File: src/rtl/prescaled_mod_counter.sv
// prescaled_mod_counter
//   Modulo-COUNT_TO up/down counter driven by an internal prescaler. Everything
//   runs on clk; the prescaler only produces a one-cycle enable (tick), so
//   stages cascade by feeding carry into the next stage's en (PRESCALE=1).
//
//   Optional feature macro: PRESCALED_MOD_COUNTER_BCD_EN
//     adds bcd_out = {tens, ones} of out, registered alongside out.
//
// Ports
//   clk      in   system clock, rising edge
//   rst      in   asynchronous active-low reset
//   en       in   prescaler / count enable
//   up_dn    in   1 = count up, 0 = count down
//   clr      in   synchronous clear (highest priority)
//   load     in   synchronous parallel load (saturates at COUNT_TO-1)
//   load_val in   load value
//   out      out  count register, 0..COUNT_TO-1
//   tick     out  combinational prescaler tick
//   carry    out  registered one-cycle wrap pulse, coincident with wrapped out
//   bcd_out  out  (BCD build only) two BCD digits of out

module prescaled_mod_counter #(
    parameter int WIDTH    = 7,
    parameter int COUNT_TO = 60,
    parameter int PRESCALE = 100,
    parameter int PS_WIDTH = 12
) (
    input  logic             clk,
    input  logic             rst,
    input  logic             en,
    input  logic             up_dn,
    input  logic             clr,
    input  logic             load,
    input  logic [WIDTH-1:0] load_val,
    output logic [WIDTH-1:0] out,
    output logic             tick,
    output logic             carry
`ifdef PRESCALED_MOD_COUNTER_BCD_EN
    ,
    output logic [7:0]       bcd_out
`endif
);

    // Elaboration-time parameter checks
    if (COUNT_TO < 2 || COUNT_TO > 2**WIDTH) begin : g_bad_count_to
        $error("prescaled_mod_counter: COUNT_TO=%0d outside 2..2**WIDTH", COUNT_TO);
    end
    if (PRESCALE < 1 || PRESCALE - 1 >= 2**PS_WIDTH) begin : g_bad_prescale
        $error("prescaled_mod_counter: PRESCALE=%0d illegal for PS_WIDTH=%0d", PRESCALE, PS_WIDTH);
    end
`ifdef PRESCALED_MOD_COUNTER_BCD_EN
    if (COUNT_TO > 100) begin : g_bad_bcd
        $error("prescaled_mod_counter: BCD output needs COUNT_TO <= 100 (got %0d)", COUNT_TO);
    end
`endif

    localparam logic [WIDTH-1:0]    TOP     = WIDTH'(COUNT_TO - 1);
    localparam logic [WIDTH:0]      MODULUS = (WIDTH+1)'(COUNT_TO);
    localparam logic [PS_WIDTH-1:0] PS_TOP  = PS_WIDTH'(PRESCALE - 1);

    logic [PS_WIDTH-1:0] ps_cnt, ps_nxt;
    logic [WIDTH-1:0]    out_nxt;
    logic                carry_nxt;

    assign tick = en && (ps_cnt == PS_TOP);

    // Next-state: clr > load > tick count. Wrap is by compare against TOP,
    // so COUNT_TO == 2**WIDTH needs no overflow special case.
    always_comb begin
        ps_nxt    = ps_cnt;
        out_nxt   = out;
        carry_nxt = 1'b0;
        if (clr) begin
            ps_nxt  = '0;
            out_nxt = '0;
        end else if (load) begin
            ps_nxt  = '0;
            out_nxt = ({1'b0, load_val} < MODULUS) ? load_val : TOP;
        end else if (en) begin
            ps_nxt = (ps_cnt == PS_TOP) ? '0 : ps_cnt + PS_WIDTH'(1);
            if (tick) begin
                if (up_dn) begin
                    if (out == TOP) begin
                        out_nxt   = '0;
                        carry_nxt = 1'b1;
                    end else begin
                        out_nxt = out + WIDTH'(1);
                    end
                end else begin
                    if (out == '0) begin
                        out_nxt   = TOP;
                        carry_nxt = 1'b1;
                    end else begin
                        out_nxt = out - WIDTH'(1);
                    end
                end
            end
        end
    end

    always_ff @(posedge clk or negedge rst) begin
        if (!rst) begin
            ps_cnt <= '0;
            out    <= '0;
            carry  <= 1'b0;
        end else begin
            ps_cnt <= ps_nxt;
            out    <= out_nxt;
            carry  <= carry_nxt;
        end
    end

`ifdef PRESCALED_MOD_COUNTER_BCD_EN
    // Encoded from out_nxt so the digits land on the same edge as out.
    function automatic logic [7:0] to_bcd(input logic [WIDTH-1:0] v);
        int unsigned x;
        x = 32'(v);
        return {4'(x / 10), 4'(x % 10)};
    endfunction

    always_ff @(posedge clk or negedge rst) begin
        if (!rst) bcd_out <= 8'h00;
        else      bcd_out <= to_bcd(out_nxt);
    end
`endif

endmodule

File: config.mk
export PLATFORM = sky130hd
export DESIGN_NAME = prescaled_mod_counter
export DESIGN_NICKNAME = d
export VERILOG_FILES = /design/src/rtl/prescaled_mod_counter.sv
export SDC_FILE = /design/constraint.sdc
export NUM_CORES = 1
export LEC_CHECK = 0
export ABC_AREA = 1
export BUFFER_PORTS_ARGS = -buffer_cell sky130_fd_sc_hd__buf_2
export CAP_MARGIN = 20
export CORE_MARGIN = 2
export CORE_UTILIZATION = 61
export DETAILED_ROUTE_END_ITERATION = 8
export PLACE_DENSITY = 0.85
export SLEW_MARGIN = 20
export SYNTH_ARGS = -nofsm -noshare
export SYNTH_HDL_FRONTEND = slang
export SYNTH_SLANG_ARGS = --single-unit
export TNS_END_PERCENT = 20
File: constraint.sdc
create_clock -name clk -period 2.1 [get_ports clk]
set_input_delay 0.42 -clock clk [delete_from_list [all_inputs] [get_ports clk]]
set_output_delay 0.42 -clock clk [all_outputs]
set_load 0.01 [all_outputs]
==> metrics.md <==
| Metric | Value |
|---|---|
| Outcome | `finished, final reports clean` |
| Placed Instances | `274` |
| Fin crit share | `0.897` |
| Relative slew slack | `0.691` |
| CP Capture Type | `output port` |
| CTS tree | `done` |
| Seq cells post-synth | `20` |
| DIE AREA | `3000 um^2` |
| Post-Route Setup TNS | `0 ns` |
| Syn Inst Count | `227` |
| Yosys cell types | `26` |
| Warnings, synthesis | `0` |
| First-pass GRT wire length | `5710 um` |
| ANT nets after route | `0` |
| Later-pin clock latency in the skew report | `0.31 ns` |
| N_diodes | `0` |
| Clock transition at path regs | `0.11 ns` |
| Clk Tree Root Cell | `clkbuf_4` |
| Average size of a mapped cell | `6.93 um^2` |
| Pwr dens | `524 nW/um^2` |
| VDD IR max | `0.543 mV` |
| Routed wire length per instance | `12.0 um` |
| Layout area overhead | `9.47%` |
| Unrepaired setup endpoints after global routing | `no` |
| Final std cells w/o fill | `279` |
| Total CTS buffers | `3` |
| Vias in the first global route | `1358` |
| DRC viols | `0` |
| Row count | `18` |
| CP Data Required Time | `1.68 ns` |
| Worst Max-Slew Pin Slew | `0.463 ns` |
| Input/output buffers | `21` |
| Slew Limit Fails | `0` |
| Max Cap Viol | `0` |
| Maximum clock path buffer count | `2` |
| DR pass1 iterations | `4` |
| GRT Total Usage | `0.266` |
| Fraction of layout cells with a size suffix above 1 | `0.217` |
| Worst setup margin | `0.216 ns` |
| Final setup vio count | `0` |
| Global placer's final weighted congestion | `0.865` |
| Syn Nets | `244` |
| Die W | `54.8 um` |
| Layout fillers | `225` |
| Crit-path max FO | `3` |
| GRT overflow | `0` |
| Post-DP Area | `1680 um^2` |
| Vias/cell | `5.44` |
| Place WS | `0.437 ns` |
| CP arrival | `1.46 ns` |
| Sink Count | `20` |
| # IOs | `22` |
| NumNets Final | `267` |
| Post-cts sizing count | `0` |
| Detail Placement HPWL | `2660 um` |
| Clock Skews | `0.00152 ns` |
| Vias | `1519` |
| Starting Density | `0.641` |
| Peak Freq | `0.531 GHz` |
| Largest net degree at the start of global routing | `21` |
| Core ar. | `2450 um^2` |
| Chip Height | `54.8 um` |
| Min-delay worst type | `in2async` |
| Final hold viol count | `0` |
| CP Launch Type | `flop` |
| Initial antenna violation count | `0` |
| Post-CTS setup buffer count | `0` |
| Final Critical Period | `1.88 ns` |
| Leak pwr | `0.874 nW` |
| Netlist area before placement | `1570 um^2` |
| Post-Route WL | `3360 um` |
| WHS | `0.0425 ns` |
| H-tree levels | `1` |
| Finished Cell Area | `1720 um^2` |
| Hold-fix buffer count after cts | `0` |
| Initial drt markers | `34` |
| Crit path kind | `reg2out` |
| Sequential-to-total area share from yosys stat | `0.318` |
## registers in the layout (all words and copies together) (netlist names)
register / count
ps_cnt: 12
out: 7
carry: 1
## synthesized netlist by cell type
master | instances | area [um^2]
nor2_2 | 6 | 37.5
o21ai_4 | 1 | 16.3
nor3_4 | 1 | 16.3
nand3_2 | 1 | 10.0
nand3_1 | 22 | 110
ha_1 | 4 | 50.1
o21ai_0 | 4 | 20.0
buf_4 | 2 | 15.0
xnor2_1 | 2 | 17.5
inv_2 | 9 | 33.8
nand2_1 | 59 | 221
nor3_1 | 6 | 30.0
dfrtp_1 | 20 | 500
nor2_4 | 2 | 22.5
nand3b_1 | 2 | 15.0
a21oi_1 | 6 | 30.0
nor2_1 | 25 | 93.8
xor2_1 | 6 | 52.6
nand3_4 | 2 | 35.0
nand2_2 | 5 | 31.3
nand2_4 | 1 | 11.3
o21ai_1 | 5 | 25.0
nand4_1 | 9 | 56.3
o22ai_1 | 2 | 12.5
inv_1 | 23 | 86.3
buf_6 | 2 | 22.5
## layout make-up
type	instances	area (um^2)	share of cell area
Multi-Input combinational cell	171	915	0.531
Clock buffer	4	36.3	0.0211
Sequential cell	20	500	0.291
Inverter	32	120	0.0698
Timing Repair Buffer	22	113	0.0654
Tap cell	30	37.5	0.0218
## worst max-delay path, cell delays in order, from the launching register on
cell	delay [ns]
dfrtp_1	0.39
ha_1	0.21
inv_1	0.08
nor3_4	0.20
nand3_1	0.10
inv_1	0.06
buf_2	0.12
## cells in the final DEF (no fill, tap or decap), types with 9 or more instances in the layout
cell,netlist,final
nand2_1,59,59
nor2_1,25,25
inv_1,23,23
nand3_1,22,22
buf_2,0,21
dfrtp_1,20,20
inv_2,9,9
nand4_1,9,9
## metal layers
layer / track usage / wire, um
met1: 0.333 / 1440
met4: 0.0833 / 34
met3: 0.0273 / 97
met5: 0 / 0
met2: 0.474 / 1780
## metrics by stage
stage	power, mW	util
2_1_floorplan	0.615	-
3_3_place_gp	0.675	0.683
3_5_place_dp	0.681	0.683
4_1_cts	0.913	0.698
5_1_grt	0.970	0.701
6_report	0.903	0.701
## worst paths after layout
path                                start        end  slack (ns)  cells after the start
worst min register to register  ps_cnt[6]  ps_cnt[6]        0.61                      2
worst max-delay path            ps_cnt[1]       tick        0.22                      6
max in group asynchronous             rst  ps_cnt[4]        1.74                      1
worst max register to register     out[0]     out[2]        0.47                      8
min in group clk                      clr     out[1]        0.43                      4
worst min-delay path                  rst  ps_cnt[7]        0.04                      1
## where the power goes
part | internal (mW) | leakage [nW] | switching (mW)
Sequential | 0.401 | 0.271 | 0.0357
Clock | 0.106 | 0.0210 | 0.121
Combinational | 0.0884 | 0.582 | 0.150
Total | 0.596 | 0.874 | 0.307
## kinds of logic (layout without fill, tap and decap cells)
| family | after synthesis | after routing | synth area share |
|---|---|---|---|
| AND/OR/NAND/NOR | 141 | 141 | 0.439 |
| buffers and inverters | 36 | 58 | 0.100 |
| flip-flops | 20 | 20 | 0.318 |
| AO/OA/AOI/OAI | 18 | 18 | 0.0660 |
| XOR/XNOR | 8 | 8 | 0.0446 |
| adder cells (fa/ha/maj) | 4 | 4 | 0.0318 |
Note: power is estimated with default switching activity, not from simulation.
